<file path="src/rtl/mem_arb_pkg.sv">
// Shared types and default constants for the unified-RAM arbiter.
package mem_arb_pkg;

  localparam int unsigned DEF_ADDR_W     = 12;
  localparam int unsigned DEF_STARVE_LIM = 8;

  // Which requester owns the RAM access (and therefore the next read response).
  typedef enum logic [1:0] {
    SRC_NONE = 2'd0,
    SRC_IF   = 2'd1,
    SRC_DM   = 2'd2,
    SRC_EX   = 2'd3
  } src_e;

endpackage

</file>
<file path="src/rtl/mem_arbiter_if.sv">
// Requester and RAM side signals of the arbiter.
// slave: the arbiter; master: the core, the loader and the RAM around it.
interface mem_arbiter_if #(
  parameter int unsigned ADDR_W = mem_arb_pkg::DEF_ADDR_W
);
  logic              if_req;
  logic [31:0]       if_addr;
  logic              if_gnt;
  logic              if_rvalid;

  logic              dm_req;
  logic              dm_we;
  logic [31:0]       dm_addr;
  logic [31:0]       dm_wdata;
  logic              dm_gnt;
  logic              dm_rvalid;

  logic              ex_req;
  logic              ex_we;
  logic [31:0]       ex_addr;
  logic [31:0]       ex_wdata;
  logic              ex_gnt;
  logic              ex_rvalid;

  logic [31:0]       rdata;
  logic              misalign;
  logic              stall;

  logic              ram_en;
  logic              ram_we;
  logic [ADDR_W-1:0] ram_addr;
  logic [31:0]       ram_wdata;
  logic [31:0]       ram_rdata;

  modport slave (
    input  if_req, if_addr,
    input  dm_req, dm_we, dm_addr, dm_wdata,
    input  ex_req, ex_we, ex_addr, ex_wdata,
    input  ram_rdata,
    output if_gnt, if_rvalid, dm_gnt, dm_rvalid, ex_gnt, ex_rvalid,
    output rdata, misalign, stall,
    output ram_en, ram_we, ram_addr, ram_wdata
  );

  modport master (
    output if_req, if_addr,
    output dm_req, dm_we, dm_addr, dm_wdata,
    output ex_req, ex_we, ex_addr, ex_wdata,
    output ram_rdata,
    input  if_gnt, if_rvalid, dm_gnt, dm_rvalid, ex_gnt, ex_rvalid,
    input  rdata, misalign, stall,
    input  ram_en, ram_we, ram_addr, ram_wdata
  );

endinterface

</file>
<file path="src/rtl/arb_starve_ctr.sv">
// Saturating refusal counter; sat tells the arbiter EX has waited long enough.
module arb_starve_ctr #(
  parameter int unsigned STARVE_LIM = mem_arb_pkg::DEF_STARVE_LIM
) (
  input  logic clk,
  input  logic reset,
  input  logic inc,
  input  logic clr,
  output logic sat
);

  localparam logic [7:0] LIM = 8'(STARVE_LIM);

  logic [7:0] cnt;

  assign sat = (cnt == LIM);

  // Count refused cycles, hold at the limit, drop to zero on clear.
  always_ff @(posedge clk) begin
    if (reset || clr) begin
      cnt <= '0;
    end else if (inc && !sat) begin
      cnt <= cnt + 8'd1;
    end
  end

endmodule

</file>
<file path="src/rtl/mem_arbiter.sv">
// Shares one single-ported synchronous RAM between instruction fetch, data
// memory and an external loader port; stalls the core on refused requests.
module mem_arbiter
  import mem_arb_pkg::*;
#(
  parameter int unsigned ADDR_W     = DEF_ADDR_W,
  parameter int unsigned STARVE_LIM = DEF_STARVE_LIM
) (
  input logic          clk,
  input logic          reset,
  mem_arbiter_if.slave bus
);

  src_e              sel;
  src_e              resp_src;
  logic              ex_sat;
  logic              rr_contend;
  logic              rr_ex_next;
  logic              misalign_q;
  logic              access;
  logic              aligned;
  logic [ADDR_W+1:0] acc_addr;
  logic              acc_we;
  logic [31:0]       acc_wdata;

  arb_starve_ctr #(
    .STARVE_LIM(STARVE_LIM)
  ) u_starve (
    .clk  (clk),
    .reset(reset),
    .inc  (bus.ex_req & ~bus.ex_gnt),
    .clr  (bus.ex_gnt | ~bus.ex_req),
    .sat  (ex_sat)
  );

  // IF and EX compete with DM idle and EX not starved: the pointer decides.
  assign rr_contend = bus.if_req & bus.ex_req & ~bus.dm_req & ~ex_sat;

  // Fixed-priority grant selection with round-robin between IF and EX.
  always_comb begin
    sel = SRC_NONE;
    if (bus.ex_req && ex_sat) begin
      sel = SRC_EX;
    end else if (bus.dm_req) begin
      sel = SRC_DM;
    end else if (rr_contend) begin
      sel = rr_ex_next ? SRC_EX : SRC_IF;
    end else if (bus.if_req) begin
      sel = SRC_IF;
    end else if (bus.ex_req) begin
      sel = SRC_EX;
    end
  end

  // Route the granted requester's address and write data towards the RAM.
  always_comb begin
    acc_addr  = '0;
    acc_we    = 1'b0;
    acc_wdata = '0;
    unique case (sel)
      SRC_IF: begin
        acc_addr = bus.if_addr[ADDR_W+1:0];
      end
      SRC_DM: begin
        acc_addr  = bus.dm_addr[ADDR_W+1:0];
        acc_we    = bus.dm_we;
        acc_wdata = bus.dm_wdata;
      end
      SRC_EX: begin
        acc_addr  = bus.ex_addr[ADDR_W+1:0];
        acc_we    = bus.ex_we;
        acc_wdata = bus.ex_wdata;
      end
      default: begin
      end
    endcase
  end

  assign access  = (sel != SRC_NONE) & ~reset;
  assign aligned = (acc_addr[1:0] == 2'b00);

  assign bus.if_gnt    = (sel == SRC_IF);
  assign bus.dm_gnt    = (sel == SRC_DM);
  assign bus.ex_gnt    = (sel == SRC_EX);
  assign bus.stall     = (bus.if_req & ~bus.if_gnt) | (bus.dm_req & ~bus.dm_gnt);

  assign bus.ram_en    = access;
  assign bus.ram_we    = access & acc_we & aligned;
  assign bus.ram_addr  = acc_addr[ADDR_W+1:2];
  assign bus.ram_wdata = acc_wdata;

  // Response is gated by reset so a read granted just before reset is dropped.
  assign bus.if_rvalid = (resp_src == SRC_IF) & ~reset;
  assign bus.dm_rvalid = (resp_src == SRC_DM) & ~reset;
  assign bus.ex_rvalid = (resp_src == SRC_EX) & ~reset;
  assign bus.rdata     = bus.ram_rdata;
  assign bus.misalign  = misalign_q;

  // Track read ownership, the IF/EX pointer and the misalignment pulse.
  always_ff @(posedge clk) begin
    if (reset) begin
      rr_ex_next <= 1'b0;
      resp_src   <= SRC_NONE;
      misalign_q <= 1'b0;
    end else begin
      if (rr_contend) begin
        rr_ex_next <= ~rr_ex_next;
      end
      resp_src   <= (access && !acc_we) ? sel : SRC_NONE;
      misalign_q <= access && !aligned;
    end
  end

endmodule

</file>
<file path="src/flat_wrapper.sv">
// flat-port wrapper written by rule: the top's interface ports become plain ports
module mem_arbiter_flat import mem_arb_pkg::*;
#(
  parameter int unsigned ADDR_W     = DEF_ADDR_W,
  parameter int unsigned STARVE_LIM = DEF_STARVE_LIM
)
  (clk, reset, bus_if_req, bus_if_addr, bus_dm_req, bus_dm_we, bus_dm_addr, bus_dm_wdata, bus_ex_req, bus_ex_we, bus_ex_addr, bus_ex_wdata, bus_ram_rdata, bus_if_gnt, bus_if_rvalid, bus_dm_gnt, bus_dm_rvalid, bus_ex_gnt, bus_ex_rvalid, bus_rdata, bus_misalign, bus_stall, bus_ram_en, bus_ram_we, bus_ram_addr, bus_ram_wdata);
  mem_arbiter_if #(.ADDR_W(ADDR_W)) bus_i ();
  input logic clk;
  input logic reset;
  input wire logic [$bits(bus_i.if_req)-1:0] bus_if_req;
  input wire logic [$bits(bus_i.if_addr)-1:0] bus_if_addr;
  input wire logic [$bits(bus_i.dm_req)-1:0] bus_dm_req;
  input wire logic [$bits(bus_i.dm_we)-1:0] bus_dm_we;
  input wire logic [$bits(bus_i.dm_addr)-1:0] bus_dm_addr;
  input wire logic [$bits(bus_i.dm_wdata)-1:0] bus_dm_wdata;
  input wire logic [$bits(bus_i.ex_req)-1:0] bus_ex_req;
  input wire logic [$bits(bus_i.ex_we)-1:0] bus_ex_we;
  input wire logic [$bits(bus_i.ex_addr)-1:0] bus_ex_addr;
  input wire logic [$bits(bus_i.ex_wdata)-1:0] bus_ex_wdata;
  input wire logic [$bits(bus_i.ram_rdata)-1:0] bus_ram_rdata;
  output wire logic [$bits(bus_i.if_gnt)-1:0] bus_if_gnt;
  output wire logic [$bits(bus_i.if_rvalid)-1:0] bus_if_rvalid;
  output wire logic [$bits(bus_i.dm_gnt)-1:0] bus_dm_gnt;
  output wire logic [$bits(bus_i.dm_rvalid)-1:0] bus_dm_rvalid;
  output wire logic [$bits(bus_i.ex_gnt)-1:0] bus_ex_gnt;
  output wire logic [$bits(bus_i.ex_rvalid)-1:0] bus_ex_rvalid;
  output wire logic [$bits(bus_i.rdata)-1:0] bus_rdata;
  output wire logic [$bits(bus_i.misalign)-1:0] bus_misalign;
  output wire logic [$bits(bus_i.stall)-1:0] bus_stall;
  output wire logic [$bits(bus_i.ram_en)-1:0] bus_ram_en;
  output wire logic [$bits(bus_i.ram_we)-1:0] bus_ram_we;
  output wire logic [$bits(bus_i.ram_addr)-1:0] bus_ram_addr;
  output wire logic [$bits(bus_i.ram_wdata)-1:0] bus_ram_wdata;
  assign bus_i.if_req = bus_if_req;
  assign bus_i.if_addr = bus_if_addr;
  assign bus_i.dm_req = bus_dm_req;
  assign bus_i.dm_we = bus_dm_we;
  assign bus_i.dm_addr = bus_dm_addr;
  assign bus_i.dm_wdata = bus_dm_wdata;
  assign bus_i.ex_req = bus_ex_req;
  assign bus_i.ex_we = bus_ex_we;
  assign bus_i.ex_addr = bus_ex_addr;
  assign bus_i.ex_wdata = bus_ex_wdata;
  assign bus_i.ram_rdata = bus_ram_rdata;
  assign bus_if_gnt = bus_i.if_gnt;
  assign bus_if_rvalid = bus_i.if_rvalid;
  assign bus_dm_gnt = bus_i.dm_gnt;
  assign bus_dm_rvalid = bus_i.dm_rvalid;
  assign bus_ex_gnt = bus_i.ex_gnt;
  assign bus_ex_rvalid = bus_i.ex_rvalid;
  assign bus_rdata = bus_i.rdata;
  assign bus_misalign = bus_i.misalign;
  assign bus_stall = bus_i.stall;
  assign bus_ram_en = bus_i.ram_en;
  assign bus_ram_we = bus_i.ram_we;
  assign bus_ram_addr = bus_i.ram_addr;
  assign bus_ram_wdata = bus_i.ram_wdata;
  mem_arbiter #(.ADDR_W(ADDR_W), .STARVE_LIM(STARVE_LIM)) u_core (.clk(clk), .reset(reset), .bus(bus_i));
endmodule
</file>
<file path="config.mk">
export PLATFORM = sky130hd
export DESIGN_NAME = mem_arbiter_flat
export DESIGN_NICKNAME = d
export VERILOG_FILES = /design/src/rtl/mem_arb_pkg.sv /design/src/rtl/mem_arbiter_if.sv /design/src/rtl/arb_starve_ctr.sv /design/src/rtl/mem_arbiter.sv /design/src/flat_wrapper.sv
export SDC_FILE = /design/constraint.sdc
export NUM_CORES = 1
export LEC_CHECK = 0
export BUFFER_PORTS_ARGS = -buffer_cell sky130_fd_sc_hd__buf_4
export CAP_MARGIN = 10
export CORE_AREA = 5 5 106 108
export DETAILED_ROUTE_END_ITERATION = 16
export DIE_AREA = 0 0 111 113
export PLACE_DENSITY = 0.65
export SYNTH_ARGS = -nofsm -noshare
export SYNTH_HDL_FRONTEND = slang
export SYNTH_SLANG_ARGS = --single-unit
</file>
<file path="constraint.sdc">
create_clock -name clk -period 2.5 [get_ports clk]
set_clock_uncertainty 0.1 [all_clocks]
set_input_delay 0.125 -clock clk [delete_from_list [all_inputs] [get_ports clk]]
set_output_delay 0.125 -clock clk [all_outputs]
set_load 0.02 [all_outputs]
</file>
After elaboration in Yosys (flattened, before gate mapping)
Cells that the tools add are included.
W data, S select, Z words.

storage, ports and cells
  bits in registers = 12
  input port bits = 199
  output and inout bits = 86
  word-level logic and storage cells = 55

operators by class
  add/subtract/negate cells = 1
  equal/unequal tests = 7
  multiplexer cells = 9
  bitwise operators = 23
  reduce and logical (&&, ||, !) cells = 11

operator list
  operator               number
  $pmux W32 S2           1
  $pmux W14 S3           1
  $and A1 B1 Y1          12
  $mux W2                6
  $not A1 Y1             9
  $add A8 B1 Y8 const B  1
  $eq A2 B2 Y1 const B   4
  $eq A8 B4 Y1 const B   1
  $eq A2 B1 Y1 const B   2
  $logic_and A1 B1 Y1    4
  $logic_not A1 Y1       3
  $logic_not A2 Y1       1
  $or A1 B1 Y1           2
  $pmux W1 S2            1
  $reduce_bool A2 Y1     1
  $reduce_or A2 Y1       1
  $logic_or A1 B1 Y1     1

Longest topological paths before layout
Gate-level depths: netlist of the first run.

  depth after elaboration = 12
  depth in mapped cells = 8

Hierarchy
From an unflattened synthesis of the first run, not the netlist that was laid out.

unflattened totals
  cells, all modules = 196
  area total of the unflattened synthesis = 1569.0 um^2

by module, submodules not included
  module          instances  cells an instance  area each (um^2)  sequential area each (um^2)
  mem_arbiter     1          146                1149.9            80.1
  arb_starve_ctr  1          50                 419.2             160.2

Worst setup path after synthesis of the first run
OpenSTA, ideal clock, no wires.

  kind = reg2out
  start = register u_core.u_starve.cnt[0]
  end = output bus_ram_we
  arrival = 2.228 ns
  data required time = 2.275 ns
  slack = 0.047 ns
  stages on the path, launching flop included = 7
  buffers on the path = 0
  cell sequence = dfxtp_1 inv_1 ha_1 or4b_4 o32ai_4 mux2i_1 nor4_1

between the ends
  cells in the longest elaborated chain, start to end = 10
  elaborated cells on any way between the ends = 17
  classes of those cells = eq/ne: 4; mux: 5; bitwise: 5; reduce/logical: 3

ends and longest elaborated chain
  item                                                      line                                  RTL
  from (decl)                                               arb_starve_ctr.sv:14                  logic [7:0] cnt;
  from (signal assigned)                                    arb_starve_ctr.sv:23                  cnt <= cnt + 8'd1;
  $eq A8 B4 Y1 *                                            arb_starve_ctr.sv:16                  assign sat = (cnt == LIM);
  $not A1 Y1                                                mem_arbiter.sv:37                     assign rr_contend = bus.if_req & bus.ex_req & ~bus.dm_req & ~ex_sat;
  $and A1 B1 Y1                                             mem_arbiter.sv:37
  $mux W2                                                   mem_arbiter.sv:46                     end else if (rr_contend) begin
  $mux W2                                                   mem_arbiter.sv:44                     end else if (bus.dm_req) begin
  $mux W2 *                                                 mem_arbiter.sv:42                     if (bus.ex_req && ex_sat) begin
  $eq A2 B2 Y1, or another cell as far along                mem_arbiter.sv:60                     unique case (sel)
  $pmux W14 S3, or another cell as far along                mem_arbiter.sv:60
  $logic_not A2 Y1 / $and A1 B1 Y1 (equally long branches)  mem_arbiter.sv:80, mem_arbiter.sv:88
  $and A1 B1 Y1 *                                           mem_arbiter.sv:88                     assign bus.ram_we = access & acc_we & aligned;
  to (decl)                                                 flat_wrapper.sv:32                    output wire logic [$bits(bus_i.ram_we)-1:0] bus_ram_we;

Every way passes the cells marked *; elsewhere a longest branch is shown, timed or not.

Worst setup path after layout of the first run
  start = register u_core.u_starve.cnt[1]
  end = output bus_ram_we

The elaborated chain is that of the path after synthesis.

==> impl_metrics.csv, run 1 <==
group,metric,value,unit
critical_path,cp.arrival,2320,ps
status,status,"complete, but fails checks",
global_route,overflow,0,
global_route,grt_pass1_vias,2175,
synth,synth_top_area_cell,"buf_4",
hold_path,hold_path.class,"in2reg",
final_layout,utilization,32.3,%
global_route,grt_antenna_before_repair,0,
die,die_h,113,um
routing,firstDrtPassIters,6,
cts,clkSlewWorstSetupHoldPaths,50,ps
critical_path,max_stage_delay,490,ps
critical_path,end_kind,"output pin",
synth,yosysSeqAreaShare,14.7,%
timing,tightestPinTransition,381,ps
routing,drc,0,
synth,synth-seq-cells,12,
placement,port_buffers,166,
synth,synth_most_common_cell,"nand2_1",
final_layout,instances_no_fill,518,
synth,syn-cell-area,0.00163,mm^2
routing,ant_nets,0,
routing,drt-total-wl,7.65,mm
routing,viasPerCell,4.30,
timing,fin_crit_sh,102,%
power_and_ir_drop,p_leak,0.00159,uW
final_layout,areaGrowthSynthToFinish,101,%
timing,rsz0062_at_grt,"yes",
critical_path,cp.required,2280,ps
synth,syn_avg_cell_area,6.68,um^2
synth,yosysUniqueCellTypes,34,
cts,cts_buffers,3,
synth,yosysTopAreaCellShare,15.7,%
cts,clock_latency,240,ps
final_layout,drive_gt1_share,59.7,%
placement,place.gp.congestion,0.832,
critical_path,slowest_stage,"or4b_4",
power_and_ir_drop,vdd_drop_max,366,uV
synth,synthTopCellsByArea,"buf_4 16%, nand2_1 15%, dfxtp_1 15%",
timing,hold_viol,0,
timing,fin_crit,2550,ps
die,rows,37,
synth,yosys_warnings,0,
global_route,grt_util_all_layers,10.7,%
global_route,grt_max_degree,28,
global_route,grt_pass1_wl,11.2,mm
cts,cts_hold_buf,0,
synth,synthTopCellsByCount,"65 x nand2_1, 34 x buf_4, 33 x a21oi_1",
die,dieArea,0.0125,mm^2
routing,initialDrtViolationCount,80,
cts,cts-root-buf,"clkbuf_8",
placement,place_ws,80.3,ps
timing,clock.fmax,393,MHz
timing,finalSetupViolations,29,
final_layout,nFillCells,1061,
cts,clockBufferDepth,2,
final_layout,layout.nets,584,
timing,drv_slew,0,
synth,synth_nets,445,
timing,slew_headroom,74.5,%
critical_path,startpoint_type,"register",
cts,cts.htree.levels,1,
die,io_pins,285,
die,die_w,111,um
flow_run,max_cap_violations,0,
synth,synth-edff-count,0,
placement,placed_cells,508,
status,violations,"setup timing",
cts,tritoncts,"done",
critical_path,critPathKind,"reg2out",
timing,setup_ws,-46.3,ps
synth,synth_ff_type,"dfxtp_1",
routing,wire_per_inst,14.8,um
synth,syn_inst,244,
final_layout,n_antenna_cell,0,
timing,fin_setup_tns,-716,ps
die,fp.coreArea,0.0101,mm^2
critical_path,critPathMaxFanout,2,
synth,ys_async_sr_fraction,0,%
die,initial_core_util,16.1,%
critical_path,path_cells,"inv_2 > ha_4 > or4b_4 > o32ai_4 > buf_6 > buf_12 > mux2i_4 > nor4_2 > buf_4",
placement,dp_hpwl,5.70,mm
routing,vias,2229,
cts,cts.sinks,12,
power_and_ir_drop,p_per_area,331,mW/mm^2
==> routing by layer <==
metal / wire (um) / track usage, % / vias to the layer above
li1: - / - / 1077
met1: 2940 / 12.3 / 1030
met2: 4010 / 20.0 / 107
met3: 570 / 2.51 / 15
met4: 129 / 2.38 / 0
met5: 0 / 0 / -
==> cell families (layout without fill, tap and decap cells) <==
kind of cell / after synthesis / after routing / share of synthesized area [%]
and+or+nand+nor: 101 / 101 / 27.4
buffers and inverters: 53 / 191 / 20.6
muxes: 14 / 14 / 8.60
DFF: 12 / 12 / 14.7
adders and majority gates: 2 / 2 / 1.53
xor gates and xnor gates: 7 / 7 / 3.76
AOI/OAI and AO/OA: 55 / 55 / 23.4
==> stage by stage <==
step	instance area (um^2)	power [uW]	hold slack, ps
3_3_place_gp	2870	779	150
4_1_cts	3090	1040	11.4
5_1_grt	3280	1150	22.4
3_5_place_dp	2870	787	150
6_report	3280	1090	11.8
2_1_floorplan	1630	542	263
==> path summary, 6_finish.rpt <==
path         cells after the start                                   to  slack, ps                           startpoint
max                              9                           bus_ram_we        -50  u_core.u_starve.cnt[1]$_SDFFE_PP0P_
min reg2reg                      2  u_core.u_starve.cnt[0]$_SDFFE_PP0P_        430  u_core.u_starve.cnt[0]$_SDFFE_PP0P_
min                              2       u_core.rr_ex_next$_SDFFE_PP0P_         10                                reset
max reg2reg                      8       u_core.bus.misalign$_SDFF_PP0_        330  u_core.u_starve.cnt[1]$_SDFFE_PP0P_
==> flip-flops by register name, summed over array words and instances (netlist names) <==
register             flops
u_core.bus.misalign      1
u_core.resp_src          2
u_core.u_starve.cnt      8
u_core.rr_ex_next        1
==> area by class of cell <==
cell class,instances,area [um^2],share of cell area (%)
Clock buffer,4,55.1,1.68
Inverter,6,22.5,0.687
Multi-Input combinational cell,179,1250,38.2
Sequential cell,12,243,7.40
Tap cell,136,170,5.19
Timing Repair Buffer,181,1540,46.8
==> power by group <==
group	leakage [uW]	switching, uW	total (uW)	internal (uW)
clock network	0.0000288	75.2	215	139
registers	0.0000985	4.08	202	198
logic	0.00146	322	669	347
==> worst max-delay path, delay by kind of cell (launching register included) <==
family	cells	cell delay, ps
adder cells (fa/ha/maj)	1	130
multiplexers	1	70
flip-flops	1	320
buffers and inverters	4	510
AO/OA/AOI/OAI	1	320
AND/OR/NAND/NOR	2	730
==> layout by cell type, fill, tap and decap left out, types with 3 or more instances in the layout <==
cell type	n
and3_1	3
nand2_1	65
a21oi_2	16
clkbuf_8	4
xor2_1	6
nor3b_1	3
nor2_1	15
inv_1	4
dfxtp_1	10
buf_6	21
buf_12	5
buf_4	152
o2bb2ai_2	10
a21oi_1	17
mux2i_1	13
nand3_1	5
==> repair_timing <==
item / CTS / global route
endpoints found under the setup margin: 29 / 49
pin swaps: 5 / 11
setup buffers: 5 / 0
gates resized for setup: 19 / 49
cloned: 2 / 0
Note: power is estimated with default switching activity, not from simulation.
==> run 2: changes to the inputs <==
--- a/config.mk
+++ b/config.mk
@@ -14,3 +14,4 @@
 export SYNTH_ARGS = -nofsm -noshare
 export SYNTH_HDL_FRONTEND = slang
 export SYNTH_SLANG_ARGS = --single-unit
+export TNS_END_PERCENT = 20
==> impl_metrics.csv, run 2 (synthesized netlist as in run 1, its figures left out) <==
group,metric,value,unit
status,status,"complete, but fails checks",
status,violations,"setup timing",
critical_path,critPathKind,"reg2out",
cts,tritoncts,"done",
cts,cts.htree.levels,1,
timing,rsz0062_at_grt,"yes",
final_layout,reg.largest.list,"u_core.u_starve.cnt x8, u_core.resp_src x2",
cts,clkSlewWorstSetupHoldPaths,50,ps
die,fp.coreArea,0.0101,mm^2
die,rows,37,
final_layout,design_area,0.00328,mm^2
routing,firstDrtPassIters,6,
critical_path,critPathMaxFanout,2,
critical_path,slowest_stage,"or4b_4",
global_route,grt_antenna_before_repair,0,
final_layout,layout.nets,584,
placement,place_ws,80.3,ps
cts,clockBufferDepth,2,
routing,wire_per_inst,14.7,um
power_and_ir_drop,p_per_area,331,mW/mm^2
critical_path,max_stage_delay,490,ps
routing,drc,0,
routing,ant_nets,0,
critical_path,startpoint_type,"register",
die,io_pins,285,
final_layout,areaGrowthSynthToFinish,101,%
timing,slew_headroom,74.5,%
global_route,grt_max_degree,28,
die,dieArea,0.0125,mm^2
cts,clock_latency,240,ps
placement,place.gp.congestion,0.832,
routing,vias,2225,
final_layout,largest_reg_flops,8,
global_route,grt_util_all_layers,10.7,%
timing,tightestPinTransition,381,ps
critical_path,path_cells,"inv_2 > ha_4 > or4b_4 > o32ai_4 > buf_6 > buf_12 > mux2i_4 > nor4_2 > buf_4",
die,die_h,113,um
timing,clock.fmax,393,MHz
timing,hold_viol,0,
cts,cts_buffers,3,
critical_path,reg2reg_slack,330,ps
final_layout,mostFrequentLayoutCells,"152 x buf_4, 65 x nand2_1, 21 x buf_6, 17 x a21oi_1, 16 x a21oi_2",
critical_path,cp.required,2280,ps
final_layout,drive_gt1_share,59.7,%
global_route,grt_pass1_vias,2175,
cts,cts.sinks,12,
routing,drt-total-wl,7.63,mm
routing,viasPerCell,4.30,
routing,initialDrtViolationCount,92,
critical_path,end_kind,"output pin",
final_layout,largest-register,"u_core.u_starve.cnt",
timing,fin_crit,2550,ps
placement,port_buffers,166,
timing,drv_slew,0,
critical_path,cp.arrival,2320,ps
timing,fin_crit_sh,102,%
final_layout,final_common_cell,"buf_4",
timing,finalSetupViolations,29,
hold_path,hold_path.class,"in2reg",
power_and_ir_drop,vdd_drop_max,366,uV
cts,cts-root-buf,"clkbuf_8",
timing,setup_ws,-46.3,ps
final_layout,n_antenna_cell,0,
cts,cts_hold_buf,0,
placement,place_area,0.00287,mm^2
global_route,overflow,0,
die,die_w,111,um
flow_run,max_cap_violations,0,
global_route,grt_pass1_wl,11.2,mm
power_and_ir_drop,p_leak,0.00159,uW
placement,dp_hpwl,5.70,mm
die,initial_core_util,16.1,%
[run 2: final timing paths]
kind / cells after the start / from / end
min: 2 / reset / u_core.rr_ex_next$_SDFFE_PP0P_
min reg2reg: 2 / u_core.u_starve.cnt[0]$_SDFFE_PP0P_ / u_core.u_starve.cnt[0]$_SDFFE_PP0P_
max: 9 / u_core.u_starve.cnt[1]$_SDFFE_PP0P_ / bus_ram_we
max reg2reg: 8 / u_core.u_starve.cnt[1]$_SDFFE_PP0P_ / u_core.bus.misalign$_SDFF_PP0_
[run 2: area by class of cell]
| class | instances | area, um^2 |
|---|---|---|
| fillers | 1061 | 6860 |
| inverters | 6 | 22.5 |
| multi-input cells | 179 | 1250 |
| repair buffers | 181 | 1540 |
| well taps | 136 | 170 |
| clock buffers | 4 | 55.1 |
| flip-flops and latches | 12 | 243 |
[run 2: where the power goes]
group,total (uW),internal (uW),switching (uW)
Clock,215,139,75.2
Combinational,669,347,321
Sequential,202,198,4.08
Total,1080,684,401
[run 2: critical path: cells and delay by family (launching register included)]
kind,cells,cell delay (ps)
adder cells (fa/ha/maj),1,130
AND/OR/NAND/NOR,2,730
buffers and inverters,4,510
AO/OA/AOI/OAI,1,320
multiplexers,1,70
flip-flops,1,320
[run 2: timing repair]
item	in CTS	in global routing
endpoints found under the setup margin	29	49
gates resized for setup	19	49
pin swaps	5	13
cloned	2	0
setup buffers	5	0
[run 2: stage by stage]
stage / TNS [ps] / hold WS [ps] / total power (uW) / utilization (%) / instances
6_report: -669 / 11.8 / 1080 / 32.3 / 518
3_3_place_gp: 0 / 150 / 779 / 28.3 / 508
4_1_cts: -72.0 / 11.4 / 1040 / 30.5 / 519
3_5_place_dp: 0 / 150 / 787 / 28.3 / 508
5_1_grt: -4920 / 22.4 / 1150 / 32.3 / 518
2_1_floorplan: 0 / 263 / 542 / - / 244
[run 2: metal layers]
layer / share of wire (%) / up-vias / routed length (um) / GRT usage [%]
met4: 1.7 / 0 / 129 / 2.38
met1: 38 / 1029 / 2930 / 12.3
met5: 0 / - / 0 / 0
li1: - / 1076 / - / -
met3: 7.4 / 15 / 565 / 2.51
met2: 52 / 105 / 4000 / 20.0
==> run 3: changes to the inputs <==
--- a/config.mk
+++ b/config.mk
@@ -7,11 +7,12 @@
 export LEC_CHECK = 0
 export BUFFER_PORTS_ARGS = -buffer_cell sky130_fd_sc_hd__buf_4
 export CAP_MARGIN = 10
-export CORE_AREA = 5 5 106 108
+export CORE_AREA = 5 5 109 111
 export DETAILED_ROUTE_END_ITERATION = 16
-export DIE_AREA = 0 0 111 113
-export PLACE_DENSITY = 0.65
+export DIE_AREA = 0 0 114 116
+export PLACE_DENSITY = 0.62
 export SYNTH_ARGS = -nofsm -noshare
 export SYNTH_HDL_FRONTEND = slang
+export SYNTH_HIERARCHICAL = 1
 export SYNTH_SLANG_ARGS = --single-unit
 export TNS_END_PERCENT = 20
==> impl_metrics.csv, run 3 <==
group,metric,value,unit
status,status,"complete, but fails checks",
status,violations,"setup timing",
die,die_h,116,um
critical_path,slowest_stage,"dfxtp_4",
timing,drv_slew,0,
cts,cts_buffers,3,
critical_path,startpoint,"u_core/u_starve/cnt[4]$_SDFFE_PP0P_",
critical_path,cp.arrival,2340,ps
critical_path,crit_cells,9,
final_layout,reg.largest.list,"u_core/u_starve/cnt x8, u_core/resp_src x2",
global_route,grt_util_all_layers,13.7,%
timing,hold_viol,0,
global_route,grt_pass1_vias,2184,
cts,tritoncts,"done",
die,io_pins,285,
global_route,grt_antenna_before_repair,0,
synth,yosysUniqueCellTypes,41,
die,fp.coreArea,0.0107,mm^2
routing,wire_per_inst,21.1,um
cts,clock_latency,240,ps
critical_path,worst_r2r_endpoint,"u_core/u_starve/cnt[7]$_SDFFE_PP0P_",
routing,drt-total-wl,10.2,mm
synth,synth_most_common_cell,"buf_4",
critical_path,max_stage_delay,360,ps
critical_path,crit_top_cell,"buf_6",
global_route,grt_pass1_wl,13.4,mm
final_layout,n_antenna_cell,0,
routing,drc,0,
critical_path,critPathKind,"reg2out",
cts,clockBufferDepth,2,
synth,syn-cell-area,0.00157,mm^2
cts,cts.sinks,12,
critical_path,r2r_cells,10,
timing,tightestPinTransition,364,ps
synth,synthTopCellsByArea,"a22o_1 18%, buf_4 17%, dfxtp_1 15%",
final_layout,largest_reg_flops,8,
die,dieArea,0.0132,mm^2
critical_path,critPathMaxFanout,8,
synth,synth_top_area_cell,"a22o_1",
power_and_ir_drop,p_leak,0.00155,uW
timing,rsz0062_at_grt,"yes",
synth,synth_nets,397,
cts,cts.htree.levels,1,
synth,synth-edff-count,0,
die,die_w,114,um
flow_run,max_cap_violations,0,
critical_path,path_buf_inv,3,
timing,hold_ws,8.08,ps
die,initial_core_util,14.7,%
synth,synth-seq-cells,12,
synth,synthTopCellsByCount,"35 x buf_4, 32 x a22o_1, 16 x nand2_1",
cts,cts-root-buf,"clkbuf_8",
final_layout,areaGrowthSynthToFinish,104,%
power_and_ir_drop,vdd_drop_max,135,uV
placement,place.gp.congestion,0.908,
critical_path,startpoint_type,"register",
routing,vias,2116,
synth,yosysTopAreaCellShare,17.9,%
placement,place_ws,9.09,ps
routing,firstDrtPassIters,4,
critical_path,path_cells,"nor3b_4 > and4_4 > nor4b_4 > or2_4 > buf_6 > nor2_4 > buf_6 > a22o_1 > buf_6",
synth,yosysSeqAreaShare,15.3,%
final_layout,final_common_cell,"buf_4",
global_route,overflow,0,
timing,finalSetupViolations,21,
synth,synth_ff_type,"dfxtp_1",
timing,fin_crit,2570,ps
hold_path,hold_path.class,"in2reg",
timing,slew_headroom,75.7,%
final_layout,mostFrequentLayoutCells,"147 x buf_4, 36 x buf_6, 26 x a22o_1, 16 x nand2_1, 14 x mux2i_1",
die,rows,38,
power_and_ir_drop,power.total,1070,uW
critical_path,regToRegStartpoint,"u_core/u_starve/cnt[0]$_SDFFE_PP0P_",
synth,syn_inst,196,
power_and_ir_drop,p_per_area,334,mW/mm^2
routing,viasPerCell,4.37,
critical_path,reg2reg_slack,150,ps
placement,placed_cells,469,
global_route,grt_max_degree,34,
final_layout,instances_no_fill,484,
final_layout,largest-register,"u_core/u_starve/cnt",
cts,clkSlewWorstSetupHoldPaths,50,ps
final_layout,drive_gt1_share,64.0,%
timing,clock.fmax,390,MHz
synth,syn_avg_cell_area,8.01,um^2
synth,yosys_warnings,6,
placement,dp_hpwl,8.49,mm
critical_path,cp-endpoint,"bus_ram_wdata[22]",
synth,ys_async_sr_fraction,0,%
critical_path,cp.required,2280,ps
timing,setup_ws,-65.7,ps
placement,port_buffers,166,
routing,initialDrtViolationCount,101,
final_layout,layout.nets,546,
timing,fin_crit_sh,103,%
critical_path,end_kind,"output pin",
critical_path,path_delay_family,"simple AND/OR/NAND/NOR gates",
routing,ant_nets,0,
==> run 3: cell types whose count changed after synthesis, sizes merged, moves of 3 or more <==
cell     previous run  this run
nand2              65        16
o21ai               2        11
a22o                1        32
nand3               5         2
xor2                6         2
nor2               15        10
o2bb2ai            12         8
a21oi              33        10
buf                42        39
==> run 3: through the flow <==
stage | utilization, % | TNS (ps) | area [um^2]
3_5_place_dp | 26.1 | 0 | 2800
2_1_floorplan | - | 0 | 1600
3_3_place_gp | 26.1 | 0 | 2800
5_1_grt | 30.0 | -3680 | 3210
6_report | 30.0 | -680 | 3210
4_1_cts | 27.3 | -1.59 | 2920
==> run 3: worst register-to-register path, cell delays in order (launching register included) <==
cell,delay (ps)
dfxtp_4,350
inv_4,40
ha_4,150
and4_4,210
nor4b_4,310
or2_4,200
o21ai_2,80
inv_2,100
nand3_2,100
or4_1,500
a21oi_1,130
==> run 3: timing repair <==
item	4_1_cts	5_1_grt
setup buffers	0	7
hold buffers	1	0
cloned	0	3
gates resized for setup	14	43
pin swaps	4	37
hold endpoints to repair	2	0
endpoints found under the setup margin	34	45
==> run 3: power breakdown <==
| part | total (uW) | switching, uW | internal, uW |
|---|---|---|---|
| clock network | 213 | 74.1 | 139 |
| logic | 659 | 310 | 349 |
| registers | 198 | 3.75 | 194 |
==> run 3: routing by layer <==
layer	vias to the layer above	share of wire [%]	GRT usage (%)
met5	-	0	0
met4	0	1.3	2.30
met3	18	22	13.7
met2	139	46	22.4
met1	969	31	12.4
li1	990	-	-
==> run 3: cell families after synthesis <==
kind of cell	share of synthesized area, %
flops	15.3
xor+xnor	1.67
simple gates	17.6
compound gates	33.3
buf+inv	21.6
mux	8.93
fa+ha+maj	1.59
==> run 3: worst min path at each step <==
stage	from	endpoint	cells after the start
after floorplan	reset	u_core/rr_ex_next$_SDFFE_PP0P_	1
after global placement	bus_ram_rdata[25]	bus_rdata[25]	0
after detailed placement	bus_ram_rdata[25]	bus_rdata[25]	0
after CTS	reset	u_core/rr_ex_next$_SDFFE_PP0P_	2
after global routing	reset	u_core/rr_ex_next$_SDFFE_PP0P_	2
final	reset	u_core/rr_ex_next$_SDFFE_PP0P_	2
==> run 3: layout make-up <==
cell class                      count  area [um^2]
Clock buffer                        4         55.1
Sequential cell                    12          253
Multi-Input combinational cell    135         1110
Tap cell                          140          175
Timing Repair Buffer              187         1590
Inverter                            6         25.0
Fill cell                        1123         7490
